## src/rtl/t01_pkg.sv

```systemverilog
// t01_pkg: shared types and constants
// for the game input controller.
package t01_pkg;

  typedef enum logic [1:0] {
    MODE_MENU  = 2'd0,
    MODE_HUMAN = 2'd1,
    MODE_AI    = 2'd2,
    MODE_PAUSE = 2'd3
  } mode_e;

  localparam logic [3:0] GS_IDLE  = 4'd0;
  localparam logic [3:0] GS_OVER  = 4'd8;
  localparam logic [3:0] GS_READY = 4'd9;

  localparam int CH_RIGHT = 0;
  localparam int CH_LEFT  = 1;
  localparam int CH_ROT_R = 2;
  localparam int CH_ROT_L = 3;
  localparam int CH_SPEED = 4;

  // aux bits sit above the move channels
  localparam int AUX_START_H  = 0;
  localparam int AUX_START_AI = 1;
  localparam int AUX_PAUSE    = 2;
  localparam int AUX_N        = 3;

endpackage

```

## src/rtl/t01_debounce_n.sv

```systemverilog
// t01_debounce_n: two-flop synchroniser and
// per-bit debounce for WIDTH raw inputs.
module t01_debounce_n #(
  parameter int WIDTH        = 8,
  parameter int DEBOUNCE_CYC = 250000
) (
  input  logic             clk,
  input  logic             rst,
  input  logic [WIDTH-1:0] raw,
  output logic [WIDTH-1:0] level
);

  localparam int CW = $clog2(DEBOUNCE_CYC + 1);

  logic [WIDTH-1:0] sync1;
  logic [WIDTH-1:0] sync2;
  logic [CW-1:0]    cnt [WIDTH];

  // bring raw buttons into the clock domain
  always_ff @(posedge clk or negedge rst) begin
    if (!rst) begin
      sync1 <= '0;
      sync2 <= '0;
    end else begin
      sync1 <= raw;
      sync2 <= sync1;
    end
  end

  // flip a level only after a full run of
  // disagreement; any agreement restarts it
  always_ff @(posedge clk or negedge rst) begin
    if (!rst) begin
      level <= '0;
      for (int i = 0; i < WIDTH; i++)
        cnt[i] <= '0;
    end else begin
      for (int i = 0; i < WIDTH; i++) begin
        if (sync2[i] == level[i]) begin
          cnt[i] <= '0;
        end else if (cnt[i] ==
                     CW'(DEBOUNCE_CYC - 1)) begin
          level[i] <= ~level[i];
          cnt[i]   <= '0;
        end else begin
          cnt[i] <= cnt[i] + CW'(1);
        end
      end
    end
  end

endmodule

```

## src/rtl/t01_game_input_ctrl.sv

```systemverilog
// t01_game_input_ctrl: mode FSM, button
// auto-repeat and AI command port.
module t01_game_input_ctrl
  import t01_pkg::*;
#(
  parameter int NUM_BTN      = 5,
  parameter int SPEED_IDX    = CH_SPEED,
  parameter logic [NUM_BTN-1:0] REPEAT_MASK = 5'b00011,
  parameter int DEBOUNCE_CYC = 250000,
  parameter int DAS_DELAY    = 4000000,
  parameter int DAS_RATE     = 1250000,
  parameter int AI_GAP       = 2500000
) (
  input  logic               clk,
  input  logic               rst,
  input  logic [NUM_BTN-1:0] pb_raw,
  input  logic               start_human,
  input  logic               start_ai,
  input  logic               pause_btn,
  input  logic [3:0]         gamestate,
  input  logic [NUM_BTN-1:0] ai_cmd,
  input  logic               ai_cmd_valid,
  output logic               ai_cmd_ready,
  output logic [NUM_BTN-1:0] cmd_o,
  output logic               speed_o,
  output logic [1:0]         mode_o
);

  localparam int NB = NUM_BTN + AUX_N;
  localparam int DAS_MAX =
    (DAS_DELAY > DAS_RATE) ? DAS_DELAY : DAS_RATE;
  localparam int DW = $clog2(DAS_MAX + 1);
  localparam int GW = $clog2(AI_GAP + 1);
  localparam logic [NUM_BTN-1:0] SPD_MASK =
    NUM_BTN'(1) << SPEED_IDX;

  logic [NB-1:0]      raw_all;
  logic [NB-1:0]      db;
  logic [NB-1:0]      db_q;
  logic               sh_edge;
  logic               ai_edge;
  logic               pause_edge;
  mode_e              mode;
  mode_e              mode_nx;
  mode_e              pmode;
  logic               go;
  logic               mode_chg;
  logic               ai_acc;
  logic [NUM_BTN-1:0] armed;
  logic [NUM_BTN-1:0] edge_fire;
  logic [NUM_BTN-1:0] rep_fire;
  logic [NUM_BTN-1:0] das_first;
  logic [DW-1:0]      das_cnt [NUM_BTN];
  logic [GW-1:0]      gap;
  logic [GW-1:0]      gap_nx;

  assign raw_all =
    {pause_btn, start_ai, start_human, pb_raw};

  t01_debounce_n #(
    .WIDTH        (NB),
    .DEBOUNCE_CYC (DEBOUNCE_CYC)
  ) u_db (
    .clk   (clk),
    .rst   (rst),
    .raw   (raw_all),
    .level (db)
  );

  assign sh_edge =
    db[NUM_BTN + AUX_START_H] &
    ~db_q[NUM_BTN + AUX_START_H];
  assign ai_edge =
    db[NUM_BTN + AUX_START_AI] &
    ~db_q[NUM_BTN + AUX_START_AI];
  assign pause_edge =
    db[NUM_BTN + AUX_PAUSE] &
    ~db_q[NUM_BTN + AUX_PAUSE];

  assign mode_chg = (mode_nx != mode);
  // pulses only while staying in human play
  assign go = (mode == MODE_HUMAN) &&
              (mode_nx == MODE_HUMAN);
  assign ai_acc = (mode == MODE_AI) &&
                  (mode_nx == MODE_AI) &&
                  ai_cmd_valid && ai_cmd_ready;
  assign mode_o = mode;

  // next mode, in priority order
  always_comb begin
    mode_nx = mode;
    unique case (mode)
      MODE_MENU: begin
        if (gamestate == GS_IDLE ||
            gamestate == GS_READY) begin
          if (ai_edge)
            mode_nx = MODE_AI;
          else if (sh_edge)
            mode_nx = MODE_HUMAN;
        end
      end
      MODE_HUMAN, MODE_AI: begin
        if (gamestate == GS_OVER)
          mode_nx = MODE_MENU;
        else if (pause_edge)
          mode_nx = MODE_PAUSE;
      end
      MODE_PAUSE: begin
        if (gamestate == GS_OVER)
          mode_nx = MODE_MENU;
        else if (pause_edge)
          mode_nx = pmode;
      end
    endcase
  end

  // edge and repeat pulse requests
  always_comb begin
    edge_fire = '0;
    rep_fire  = '0;
    for (int i = 0; i < NUM_BTN; i++) begin
      if (i != SPEED_IDX && go && db[i]) begin
        edge_fire[i] = armed[i] & ~db_q[i];
        if (REPEAT_MASK[i] &&
            das_cnt[i] != '0) begin
          rep_fire[i] = das_first[i] ?
            (das_cnt[i] == DW'(DAS_DELAY)) :
            (das_cnt[i] == DW'(DAS_RATE));
        end
      end
    end
  end

  // AI gap countdown, reloaded on accept
  always_comb begin
    if (ai_acc)
      gap_nx = GW'(AI_GAP);
    else if (gap != '0)
      gap_nx = gap - GW'(1);
    else
      gap_nx = '0;
  end

  // mode, pause source, arming, edge history
  always_ff @(posedge clk or negedge rst) begin
    if (!rst) begin
      mode  <= MODE_MENU;
      pmode <= MODE_HUMAN;
      armed <= '0;
      db_q  <= '0;
    end else begin
      mode <= mode_nx;
      if (mode_nx == MODE_PAUSE &&
          mode != MODE_PAUSE)
        pmode <= mode;
      armed <= mode_chg ? '0 :
               (armed | ~db[NUM_BTN-1:0]);
      db_q <= db;
    end
  end

  // auto-repeat counters: 0 idle, else age
  always_ff @(posedge clk or negedge rst) begin
    if (!rst) begin
      das_first <= '0;
      for (int i = 0; i < NUM_BTN; i++)
        das_cnt[i] <= '0;
    end else begin
      for (int i = 0; i < NUM_BTN; i++) begin
        if (!REPEAT_MASK[i] || !go || !db[i]) begin
          das_cnt[i]   <= '0;
          das_first[i] <= 1'b0;
        end else if (edge_fire[i]) begin
          das_cnt[i]   <= DW'(1);
          das_first[i] <= 1'b1;
        end else if (rep_fire[i]) begin
          das_cnt[i]   <= DW'(1);
          das_first[i] <= 1'b0;
        end else if (das_cnt[i] != '0 &&
                     das_cnt[i] != DW'(DAS_MAX)) begin
          das_cnt[i] <= das_cnt[i] + DW'(1);
        end
      end
    end
  end

  // registered command, speed and AI port
  always_ff @(posedge clk or negedge rst) begin
    if (!rst) begin
      gap          <= '0;
      ai_cmd_ready <= 1'b0;
      cmd_o        <= '0;
      speed_o      <= 1'b0;
    end else begin
      gap <= (mode_nx == MODE_AI) ? gap_nx : '0;
      ai_cmd_ready <= (mode_nx == MODE_AI) &&
                      (gap_nx == '0);
      cmd_o <= ai_acc ? (ai_cmd & ~SPD_MASK) :
               ((edge_fire | rep_fire) & ~SPD_MASK);
      speed_o <= (mode_nx == MODE_AI) ||
                 ((mode_nx == MODE_HUMAN) &&
                  db[SPEED_IDX]);
    end
  end

endmodule
```

## config.mk

```make
export PLATFORM = sky130hd
export DESIGN_NAME = t01_game_input_ctrl
export DESIGN_NICKNAME = d
export VERILOG_FILES = /design/src/rtl/t01_pkg.sv /design/src/rtl/t01_debounce_n.sv /design/src/rtl/t01_game_input_ctrl.sv
export SDC_FILE = /design/constraint.sdc
export NUM_CORES = 1
export LEC_CHECK = 0
export CORE_MARGIN = 2
export CORE_UTILIZATION = 60
export DETAILED_ROUTE_END_ITERATION = 8
export PLACE_DENSITY = 0.73
export SKIP_LAST_GASP = 1
export SYNTH_ARGS = -nofsm -noshare
export SYNTH_HDL_FRONTEND = slang
export SYNTH_SLANG_ARGS = --single-unit
export TNS_END_PERCENT = 30
```

## constraint.sdc

```tcl
create_clock -name clk -period 3.1 [get_ports clk]
set_input_delay 0.62 -clock clk [delete_from_list [all_inputs] [get_ports clk]]
set_output_delay 0.62 -clock clk [all_outputs]
set_load 0.01 [all_outputs]
```

# Word-level counts from Yosys, hierarchy flattened
# Cells that the tools add are included.
[word_totals] ff_bits=259 in_bits=20 output_inout_bits=9 elab_cells=198
[op_classes] addsub=11 n_eq_ne=32 muxes=53 n_bitwise=33 reduce_logical=39
[ops] cell="two-way mux 18 bit" n=16
[ops] cell="two-way mux 22 bit" n=11
[ops] cell="adder 18 x 1 -> 18 bit (second input constant)" n=8
[ops] cell="== test 18 bit (second input constant)" n=8
[ops] cell="nonzero test 22 bit" n=3
[ops] cell="adder 22 x 1 -> 22 bit (second input constant)" n=2
[ops] cell="== test 22 x 21 -> 1 bit (second input constant)" n=2
[ops] cell="== test 22 bit (second input constant)" n=2
[ops] cell="inequality test 22 bit (second input constant)" n=2
[ops] cell="NOT 1 bit" n=23
[ops] cell="zero test 22 bit" n=1
[ops] cell="subtractor 22 x 1 -> 22 bit (second input constant)" n=1
[ops] cell="two-way mux 1 bit" n=16
[ops] cell="AND reduction 2 bit" n=8
[ops] cell="two-way mux 2 bit" n=7
[ops] cell="logical AND 1 bit" n=13
[ops] cell="== test 1 bit" n=8
[ops] cell="== test 2 bit (second input constant)" n=4
[ops] cell="== test 4 bit (second input constant)" n=2
[ops] cell="nonzero test 4 bit" n=2
[ops] cell="bitwise AND 1 bit" n=7
[ops] cell="one-hot mux 2 bit (3 select lines)" n=1
[ops] cell="nonzero test 3 bit" n=2
[ops] cell="two-way mux 5 bit" n=1
[ops] cell="other kinds (12)" n=18

# Logic depth before layout (Yosys ltp)
[logic_depth] depth_word=13 ltp_mapped=9 depth_no_buf=8

# Modules after synthesis
# From an unflattened synthesis, not the netlist that was laid out.
[unflattened] cells_unflattened=1293 area_unflattened_um2=12754.7
[by_module_without_submodules] mod="t01_debounce_n" n_inst=1 cells_each=781 area_per_inst_um2=7956.4 seq_area_each_um2=4204.0
[by_module_without_submodules] mod="t01_game_input_ctrl" n_inst=1 cells_each=512 area_per_inst_um2=4798.4 seq_area_each_um2=2228.4

# Least setup slack after synthesis
# OpenSTA, ideal clock, no wires.
[synth_path] kind="reg2reg" from="reg mode[0] (netlist: mode_o[0])" to="reg ai_cmd_ready" setup_time_ns=0.111 t_arrival_ns=2.576 t_required_ns=2.989 slack_ns=0.413 path_stages_with_launch=9 path_buffers=0 period_less_slack_ns=2.687 cell_sequence="dfrtp_1 -> inv_1 -> ha_1 -> or4b_2 -> o221a_2 -> nor3_1 -> o21ai_0 -> or2b_2 -> a2111oi_2"
[synth_between] elab_chain_cells=11 elab_cells_between_ends=20 cone_classes="eq/ne (4); mux (9); reduce/logical (7)"
[synth_lines] element="start: declaration" line_no="t01_game_input_ctrl.sv:43" rtl="mode_e mode;"
[synth_lines] element="start signal: assignment" line_no="t01_game_input_ctrl.sv:152" rtl="mode <= mode_nx;"
[synth_lines] element="two-way mux 2 bit" line_no="t01_game_input_ctrl.sv:98" rtl="else if (sh_edge)"
[synth_lines] element="two-way mux 2 bit" line_no="t01_game_input_ctrl.sv:96" rtl="if (ai_edge)"
[synth_lines] element="two-way mux 2 bit" line_no="t01_game_input_ctrl.sv:94" rtl="if (gamestate == GS_IDLE ||"
[synth_lines] element="one-hot mux 2 bit (3 select lines)" line_no="t01_game_input_ctrl.sv:92" rtl="unique case (mode)"
[synth_lines] element="== test 2 bit" line_no="t01_game_input_ctrl.sv:85, t01_game_input_ctrl.sv:196"
[synth_lines] element="logical AND 1 bit" line_no="t01_game_input_ctrl.sv:84" rtl="assign ai_acc = (mode == MODE_AI) &&"
[synth_lines] element="logical AND 1 bit" line_no="t01_game_input_ctrl.sv:85" rtl="(mode_nx == MODE_AI) &&"
[synth_lines] element="logical AND 1 bit" line_no="t01_game_input_ctrl.sv:86" rtl="ai_cmd_valid && ai_cmd_ready;"
[synth_lines] element="two-way mux 22 bit" line_no="t01_game_input_ctrl.sv:136" rtl="if (ai_acc)"
[synth_lines] element="zero test 22 bit" line_no="t01_game_input_ctrl.sv:197" rtl="(gap_nx == '0);"
[synth_lines] element="logical AND 1 bit *" line_no="t01_game_input_ctrl.sv:196" rtl="ai_cmd_ready <= (mode_nx == MODE_AI) &&"
[synth_lines] element="end signal: assignment" line_no="t01_game_input_ctrl.sv:196"
[synth_lines] element="end: declaration" line_no="t01_game_input_ctrl.sv:23" rtl="output logic ai_cmd_ready,"
# Mark *: on every way between the ends. The rest lies on a longest branch, timed or not.
# A chain may end at the register's enable or synchronous reset.

# Worst setup path in the final report
[layout_path] from="reg mode[1] (netlist: mode_o[1])" to="reg ai_cmd_ready"
# Same word-level chain as after synthesis.

==> reports/metrics.cfg <==
[yosys]
synth_area_um2 = 12500
netlist.area_leader.share_pct = 51.4
synthCells = 1281
yosysUniqueCellTypes = 65
syn-num-nets = 1318
seq_area_frac_synth_pct = 51.6
ys_async_sr_fraction_pct = 100
yosysWarnings = 0
synth_ff_type = dfrtp_1
syn_avg_cell_area_um2 = 9.74
yosysTopAreaCell = dfrtp_1
synth_edf_count = 0
synthTopCellsByArea = dfrtp_1, nor2_1, xnor2_1, xor2_1, nand3_1
synth-seq-cells = 257

[final_layout]
synthToLayoutAreaGrowth_pct = 12.0
multi_input_area_um2 = 5700
nets = 1350
nFillCells = 1612
drive_above_1_share_pct = 6.90
regArea_um2 = 6430
fin_cells = 1603
final_util_pct = 68.8
n_antenna_cell = 0

[worst_setup_path]
cp-end-kind = register
cp_cell_sequence = inv_1 -> ha_1 -> or4b_2 -> o221a_2 -> nor3_1 -> o21ai_0 -> buf_4 -> or2b_2 -> a2111oi_2
crit_path_max_fanout = 12
cp.arrival_ps = 3310
critPathBufInv = 2
path_class = reg -> reg
critPathTopFamily = simple AND/OR/NAND/NOR gates
worstSetupStartpointType = register
critical_path.slowest_cell = or4b_2
cpPeakStageDelay_ps = 640
worst-r2r-setup-slack_ps = 210
crit_required_ps = 3520

[global_route]
grt_pass1_vias = 8634
antenna_found_initial = 0
overflow = 0
grt_max_degree = 71
grt_pass1_wl_mm = 39.7
track_usage_pct = 21.3

[sta]
worstMarginPinSlew_ps = 658
finalCritPeriodShare_pct = 93.2
fin_skew_ps = 9.21
fin_crit_ps = 2890
rsz0062_at_grt = false
finalHoldViolCount = 0
maxSlewViolCount = 0
relSlewSlack_pct = 56.1
fmax_mhz = 346
setup_viol = 0
setup_tns_ps = 0
hold_ws_ps = 14.4

[placement]
gp_congestion = 0.857
place_hpwl_mm = 14.9
dp.cells = 1554
port_buffers = 26

[power_and_ir_drop]
p_per_area_nw_per_um2 = 607
switching_share_pct = 27.1
clockPowerShare_pct = 39.9
power.share.combinational_pct = 16.9
power.total_mw = 8.48
intPower_mw = 6.18
seq_power_share_pct = 43.1
p_sw_mw = 2.30
p_leak_nw = 6.00
peakVddDrop_mv = 0.595

[outcome]
outcome = complete, no violations

[cts]
clk_latency_ps = 530
h-tree-depth = 1
cts_hold_buf = 0
post_cts_buffers = 0
cts_made_buffers = 27
clk_path_buf_depth = 3
clkTransAtPathRegs_ps = 60
clkSinkCount = 257
tritoncts = built
cts-root-buf = clkbuf_16
post_cts_resized = 0

[floorplanning]
initial_core_util_pct = 61.4
die_x_um = 148
pin_count = 29
core_area_um2 = 20300
row_count = 52
die_area_um2 = 22000
die_height_um = 148

[hold_path]
hold_path_class = in -> async

[drt]
wl_per_cell_um = 13.9
drt_drc_violations_left = 0
viasPerCell = 5.46
detail_route.iter0.violations = 443
first_pass_iters = 6
via_count = 8748
totalWireLength_mm = 22.2
drtAntennaViolNets = 0

[run]
cap_violations = 0

worst reg2reg max path: stages, from the launching register on:
cell and delay [ps]:
dfrtp_1 370, inv_1 140, ha_1 300, or4b_2 640, o221a_2 160, nor3_1 230
o21ai_0 120, buf_4 200, or2b_2 340, a2111oi_2 270
sequential cells by signal, indices dropped and copies added (netlist names), 4 cells and up:
name	flops
u_db.level	8
u_db.sync1	8
das_cnt	44
cmd_o	4
gap	22
u_db.sync2	8
armed	4
db_q	7
u_db.cnt	144
stage by stage:
| stage | area (µm²) | setup slack [ps] |
|---|---|---|
| final | 14000 | 209 |
| after global routing | 14000 | 36.2 |
| after CTS | 14000 | 227 |
| after detailed placement | 13000 | 193 |
| after global placement | 13000 | 207 |
| after floorplan | 12500 | 413 |
layout make-up:
cell class / count / area share, %
clock buffers: 34 / 5.17
clock inverters: 15 / 1.55
inverters: 39 / 1.05
multi-input cells: 947 / 40.8
flip-flops and latches: 257 / 46.0
well taps: 270 / 2.42
repair buffers: 41 / 2.97
cells in the final DEF, fill, tap and decap left out, types with 3 or more instances in the layout:
cell type / count
nor2_1: 271
dfrtp_1: 256
xnor2_1: 109
nand3_1: 90
nand2_1: 83
xor2_1: 82
inv_1: 39
nor3_1: 36
and3_1: 32
nand4_1: 28
clkbuf_16: 27
a21oi_1: 25
clkdlybuf4s50_1: 25
ha_1: 17
o21ai_0: 13
nor4_1: 12
or4_1: 12
buf_4: 12
nand3b_1: 10
nor4b_1: 10
mux2_2: 10
and4_1: 9
and2_1: 9
nand2b_1: 8
nor2b_1: 7
or2_2: 7
or3_1: 7
nor3b_1: 7
o2111ai_1: 5
clkinv_2: 5
bufinv_16: 5
clkbuf_1: 5
o211ai_1: 4
and4b_1: 3
nand4b_1: 3
a21o_1: 3
buf_12: 3
metal layers:
metal  vias up  track usage (%)  wire [µm]
met4         0             4.76        414
met2       111             35.2      10300
li1       4393                -          -
met5         -                0          0
met3        35             3.07        816
met1      4209             30.2      10700
synthesized netlist by cell type (all sizes together) (17+ instances only):
master  number
nand4       29
xnor2      109
nor2       271
nor3        37
ha          17
and3        32
inv         39
dfrtp      256
a21oi       25
xor2        82
clkbuf      25
nand2       83
nand3       91
power groups by stage:
stage / clock network (mW) / registers, mW / logic [mW]
3_5_place_dp: 0 / 3.71 / 1.43
4_1_cts: 3.48 / 3.66 / 1.44
2_1_floorplan: 0 / 3.67 / 1.04
5_1_grt: 3.62 / 3.68 / 1.62
3_3_place_gp: 0 / 3.71 / 1.41
6_report: 3.39 / 3.66 / 1.44
worst paths after layout:
path	start	end	depth (start not counted)
worst min-delay path	rst	das_cnt[98]	1
worst min register to register	u_db.sync1[0]	u_db.sync2[0]	0
worst max-delay path	mode_o[1]	ai_cmd_ready	9
max in group asynchronous	rst	u_db.cnt[90]	2
worst max register to register	mode_o[1]	ai_cmd_ready	9
min in group clk	u_db.sync1[0]	u_db.sync2[0]	0
logic make-up after synthesis:
family	Yosys count	synth area share, %
multiplexers	10	0.903
XOR/XNOR	191	13.4
other	1	0.0301
flip-flops	257	51.6
AO/OA/AOI/OAI	71	3.81
adder cells (fa/ha/maj)	17	1.71
AND/OR/NAND/NOR	657	25.9
buffers and inverters	77	2.69
No activity file was read; power rests on OpenSTA's default activity.
